===== config.mk =====
export PLATFORM = sky130hd
export DESIGN_NAME = io_buffer_unloader
export DESIGN_NICKNAME = d
export VERILOG_FILES = /design/src/rtl/io_buffer_pkg.sv /design/src/rtl/io_row_serializer.sv /design/src/rtl/io_buffer_unloader.sv
export SDC_FILE = /design/constraint.sdc
export NUM_CORES = 1
export LEC_CHECK = 0
export ABC_AREA = 1
export CAP_MARGIN = 15
export CORE_MARGIN = 4
export CORE_UTILIZATION = 52
export CTS_BUF_LIST = sky130_fd_sc_hd__clkbuf_2 sky130_fd_sc_hd__clkbuf_4 sky130_fd_sc_hd__clkbuf_8
export CTS_CLUSTER_SIZE = 25
export DETAILED_ROUTE_END_ITERATION = 6
export PLACE_DENSITY_LB_ADDON = 0.15
export SYNTH_ARGS = -nofsm -noshare
export SYNTH_HDL_FRONTEND = slang
export SYNTH_SLANG_ARGS = --single-unit

===== constraint.sdc =====
create_clock -name clk -period 2 [get_ports clk]
set_clock_uncertainty 0.05 [all_clocks]
set_input_delay 0.3 -clock clk [delete_from_list [all_inputs] [get_ports clk]]
set_output_delay 0.3 -clock clk [all_outputs]
set_load 0.01 [all_outputs]

===== src/rtl/io_buffer_pkg.sv =====
// Shared types and default geometry for the IO buffer unload path.
package io_buffer_pkg;
  localparam int ADDR_W_DEF    = 6;
  localparam int DATA_W_DEF    = 256;
  localparam int WORD_W_DEF    = 32;
  localparam int WORDS_PER_ROW = DATA_W_DEF / WORD_W_DEF;

  typedef enum logic [1:0] {
    IDLE  = 2'd0,
    FETCH = 2'd1,
    SEND  = 2'd2
  } state_e;
endpackage


===== src/rtl/io_row_serializer.sv =====
// Holds one buffer row and walks it out a word at a time, LS word first.
module io_row_serializer #(
  parameter int DATA_WIDTH = 256,
  parameter int WORD_WIDTH = 32
) (
  input  logic                  clk,
  input  logic                  rst_n,
  input  logic                  load,
  input  logic                  advance,
  input  logic [DATA_WIDTH-1:0] rdata,
  output logic [WORD_WIDTH-1:0] word,
  output logic                  last_word
);
  localparam int WORDS = DATA_WIDTH / WORD_WIDTH;
  localparam int IDX_W = (WORDS > 1) ? $clog2(WORDS) : 1;

  logic [WORDS-1:0][WORD_WIDTH-1:0] row;
  logic [IDX_W-1:0]                 idx;

  always_ff @(posedge clk or negedge rst_n) begin
    if (!rst_n) begin
      row <= '0;
      idx <= '0;
    end else if (load) begin
      row <= rdata;
      idx <= '0;
    end else if (advance && !last_word) begin
      idx <= idx + 1'b1;
    end
  end

  assign word      = row[idx];
  assign last_word = (idx == IDX_W'(WORDS - 1));
endmodule


===== src/rtl/io_buffer_unloader.sv =====
// Unloads a run of buffer rows onto a valid/ready word stream, one fetch per row.
module io_buffer_unloader
  import io_buffer_pkg::*;
#(
  parameter int ADDR_WIDTH = ADDR_W_DEF,
  parameter int DATA_WIDTH = DATA_W_DEF,
  parameter int WORD_WIDTH = WORD_W_DEF
) (
  input  logic                  clk,
  input  logic                  rst_n,
  input  logic                  start,
  input  logic [ADDR_WIDTH-1:0] start_addr,
  input  logic [ADDR_WIDTH:0]   row_count,
  output logic                  busy,
  output logic                  done,
  output logic                  buf_read_enable,
  output logic [ADDR_WIDTH-1:0] buf_addr,
  input  logic [DATA_WIDTH-1:0] buf_rdata,
  output logic                  m_valid,
  input  logic                  m_ready,
  output logic [WORD_WIDTH-1:0] m_data,
  output logic                  m_last
);
  state_e                state, state_n;
  logic [ADDR_WIDTH-1:0] row_addr;
  logic [ADDR_WIDTH:0]   rows_left;
  logic                  done_n;
  logic                  xfer, last_word, last_row;
  logic [WORD_WIDTH-1:0] word;

  assign xfer     = m_valid & m_ready;
  assign last_row = (rows_left == (ADDR_WIDTH+1)'(1));

  always_ff @(posedge clk or negedge rst_n) begin
    if (!rst_n) begin
      state     <= IDLE;
      done      <= 1'b0;
      row_addr  <= '0;
      rows_left <= '0;
    end else begin
      state <= state_n;
      done  <= done_n;
      if (state == IDLE && start && row_count != '0) begin
        row_addr  <= start_addr;
        rows_left <= row_count;
      end else if (state == SEND && xfer && last_word && !last_row) begin
        // Address wraps naturally at 2^ADDR_WIDTH.
        row_addr  <= row_addr + 1'b1;
        rows_left <= rows_left - 1'b1;
      end
    end
  end

  always_comb begin
    state_n = state;
    done_n  = 1'b0;
    case (state)
      IDLE: begin
        if (start) begin
          if (row_count != '0) state_n = FETCH;
          else                 done_n  = 1'b1;
        end
      end
      FETCH: state_n = SEND;
      SEND: begin
        if (xfer && last_word) begin
          if (last_row) begin
            state_n = IDLE;
            done_n  = 1'b1;
          end else begin
            state_n = FETCH;
          end
        end
      end
      default: state_n = IDLE;
    endcase
  end

  io_row_serializer #(
    .DATA_WIDTH(DATA_WIDTH),
    .WORD_WIDTH(WORD_WIDTH)
  ) u_ser (
    .clk      (clk),
    .rst_n    (rst_n),
    .load     (state == FETCH),
    .advance  (xfer),
    .rdata    (buf_rdata),
    .word     (word),
    .last_word(last_word)
  );

  assign busy            = (state != IDLE);
  assign buf_read_enable = (state == FETCH);
  assign buf_addr        = row_addr;
  assign m_valid         = (state == SEND);
  assign m_data          = word;
  assign m_last          = m_valid && last_word && last_row;
endmodule

==> results.py <==
metrics = {
    "outcome": {
        "violations": "negative setup slack",
        "status": "complete, but fails checks",
    },
    "routing": {
        "avgViaCountPerCell": 5.36,
        "wl_um": 44400,
        "dr.pass1.iters": 5,
        "drc": 0,
        "drt-initial-drc-count": 1301,
        "vias": 13300,
        "routedWlPerCell_um": 17.9,
        "postRouteAntennaNets": 0,
    },
    "sta": {
        "min_period_ps": 2590,
        "drv_slew": 0,
        "slew_headroom_pct": 58.3,
        "tightestPinTransition_ps": 625,
        "fin_ws_ps": -594,
        "period_share_pct": 130,
        "fmax_mhz": 385,
        "finalSetupViolations": 35,
        "hold_violations": 0,
        "rsz0062_at_grt": "yes",
        "setup_tns_ps": -16030,
    },
    "global_routing": {
        "grt_pass1_vias": 13300,
        "antenna_found_initial": 0,
        "globalRouteOverflowTotal": 0,
        "grt_pass1_wl_um": 69800,
        "grt_max_degree": 134,
        "grt_util_all_layers_pct": 31.1,
    },
    "logic_synthesis": {
        "seq_area_frac_synth_pct": 52.6,
        "ys_types": 29,
        "postSynthCellCount": 1786,
        "synth_xor_area_share_pct": 0.335,
        "syn_area_um2": 13100,
        "synth_area_leaders": "dfrtp_1 53%, nand2_1 26%, nor2_1 6.2%, o21ai_0 5.5%, buf_2 2.4%",
        "syn_area_per_cell_um2": 7.32,
        "synth_warnings": 0,
        "synth.ff_latch_count": 275,
        "synth_compound_area_share_pct": 7.91,
        "synthAdderAreaFrac_pct": 0.479,
        "yosysTopAreaCell": "dfrtp_1",
        "synth_top_family_by_area": "simple AND/OR/NAND/NOR gates",
        "yosys.area.top_type_share_pct": 52.6,
        "synth_fp_nets": 2064,
        "synth-simple-area-share_pct": 34.0,
        "synth.area.mux_share_pct": 0,
    },
    "worst_setup_path": {
        "crit_path_max_incr_delay_ps": 590,
        "slowest_stage": "dfrtp_4",
        "cp_data_arrival_time_ps": 2240,
        "critical-path-top-delay-family": "flip-flops",
        "cp_common_cell": "buf_12",
        "worst_setup_path_end_kind": "primary output",
        "crit_chain": "buf_12, buf_12, buf_12, nor2_4, nor2_1, o21ai_1, o21ai_1, nand2_1, nand2_1, buf_2",
        "path_class": "reg2out",
        "crit_path_start": "u_ser.idx[0]",
        "rr_startpoint": "u_ser.idx[0]",
        "startpoint_type": "register",
        "path_buf_inv": 4,
        "ff2ff_setup_slack_ps": -10,
        "cp_max_fo": 8,
        "required_ps": 1650,
    },
    "cells_and_area": {
        "diodes": 0,
        "layout.nets": 2407,
        "post_route_cells_drive_above_1_share_pct": 14.7,
        "area_delta_synth_final_pct": 43.9,
        "finalNonFillerCells": 2487,
    },
    "pwr": {
        "p_per_area_nw_per_um2": 1640,
        "peakVddDrop_v": 0.00108,
        "p_leak_nw": 9.38,
    },
    "run": {
        "cap_violations": 0,
    },
    "worst_hold_path": {
        "min_path_type": "in2async",
    },
    "place": {
        "placed_cells": 2379,
        "gp_congestion": 0.929,
        "io_buffers": 315,
        "hpwl_um": 30000,
    },
    "clocking": {
        "htreeDepth": 2,
        "cts_root_buf": "clkbuf_8",
        "cts.sinks": 275,
        "clk_pin_slew_ps": 60,
        "cts_tree": "done",
        "cts_max_path_buffers": 3,
        "clk_latency_ps": 550,
        "cts_buffers": 46,
    },
    "floorplan": {
        "dieArea_um2": 27700,
        "start_util_pct": 53.3,
        "die_x_um": 167,
        "io_pins": 316,
        "die_y_um": 167,
        "core_area_um2": 24500,
        "rows": 57,
    },
}
==> power breakdown <==
part | leakage (nW) | total, W | internal (W) | switching, W
Clock | 0.522 | 0.00525 | 0.00296 | 0.00229
Sequential | 3.37 | 0.0103 | 0.00832 | 0.00194
Combinational | 5.49 | 0.0154 | 0.00659 | 0.00878
==> stage by stage <==
| stage | power, W | hold WS (ps) | cell area (µm²) | worst slack, ps | utilization, % |
|---|---|---|---|---|---|
| 2_1_floorplan | 0.0171 | -45.6 | 13100 | 421 | - |
| 6_report | 0.0309 | 206 | 18800 | -594 | 76.7 |
| 3_3_place_gp | 0.0227 | 198 | 16900 | -366 | 68.9 |
| 3_5_place_dp | 0.0231 | 198 | 16900 | -373 | 68.9 |
| 5_1_grt | 0.0330 | 216 | 18800 | -669 | 76.7 |
| 4_1_cts | 0.0306 | 185 | 18800 | -605 | 76.4 |
==> path summary, 6_finish.rpt <==
path | to | depth (start not counted)
max | m_data[5] | 10
min | rows_left[4] | 2
min in group clk | u_ser.row[86] | 3
max in group asynchronous | u_ser.idx[0] | 3
max reg2reg | rows_left[1] | 9
min reg2reg | u_ser.row[72] | 2
==> what timing repair did <==
action,4_1_cts,5_1_grt
gates cloned,12,0
hold endpoints to repair,132,0
hold buffers,1,0
setup endpoints to repair,37,50
resized for setup,371,21
pin swaps,79,12
setup buffers,15,3
==> Yosys cell counts <==
cell and n:
o21bai_1 1, and2_0 1, o21ai_0 144, or2_1 1, nor3_1 1, inv_1 22, nand2_1 914, nor2_4 3
xor2_1 4, ha_1 5, xnor2_1 1, nand3_2 1, clkbuf_1 33, buf_1 6, inv_2 4, nor2_1 216
nand3b_1 1, buf_4 2, dfrtp_1 275, buf_6 3, nor3b_1 1, nor2_2 2, nand3_1 22, a21oi_1 3
buf_2 62, o21ai_1 55, o22ai_1 1, o21ai_2 1, nand2_2 1
==> layout make-up <==
cell class | count | area (µm²)
sequential | 275 | 6890
timing repair buffer | 401 | 4400
clock inverter | 9 | 78.8
fill | 1846 | 5730
multi-input combinational | 1379 | 6030
inverter | 26 | 113
tap | 324 | 405
clock buffer | 73 | 892
==> worst reg2reg max path, stage by stage (launching register included) <==
cell,delay [ps]
dfrtp_4,570
buf_6,190
ha_1,160
ha_2,200
nand3_2,80
buf_4,150
nor2_4,110
nand2_4,120
or2_1,230
nand3_1,80
==> metal layers <==
metal / GRT usage [%] / wire (µm) / part of all wire, %
met5: 0 / 0 / 0
met4: 13.1 / 1880 / 4.2
met3: 5.81 / 3760 / 8.4
met2: 50.0 / 20900 / 47
met1: 41.9 / 17900 / 40
==> sequential cells by signal, summed over array words and instances (netlist names) <==
name       flops
done           1
u_ser.idx      3
u_ser.row    256
rows_left      7
buf_addr       6
state          2
==> cell usage in the layout, fill, tap and decap left out, types with 2 or more instances in the layout <==
cell and instances:
o21ai_0 67, nor2_1 164, o21ai_1 101, nand3_1 20
buf_8 5, dlygate4sd2_1 2, buf_16 10, nor2_4 27
dfrtp_4 2, o21ai_2 32, dfrtp_1 273, nand2_2 14
xor2_1 4, buf_12 30, clkinv_2 6, clkdlybuf4s50_1 278
inv_1 22, buf_2 21, bufbuf_16 2, nand2_1 900
ha_1 4, clkbuf_8 55, clkbuf_4 18, a21oi_2 2
nor2_2 30, buf_4 31, nand3_2 2, buf_6 20
inv_2 2, inv_8 3
==> cells by family (layout without fill, tap and decap cells) <==
| family | count (synthesis) | after routing |
|---|---|---|
| XOR/XNOR | 5 | 5 |
| buffers and inverters | 132 | 509 |
| AO/OA/AOI/OAI | 205 | 205 |
| adder cells (fa/ha/maj) | 5 | 5 |
| AND/OR/NAND/NOR | 1164 | 1164 |
| flip-flops | 275 | 275 |
(Power assumes the default switching activity.)
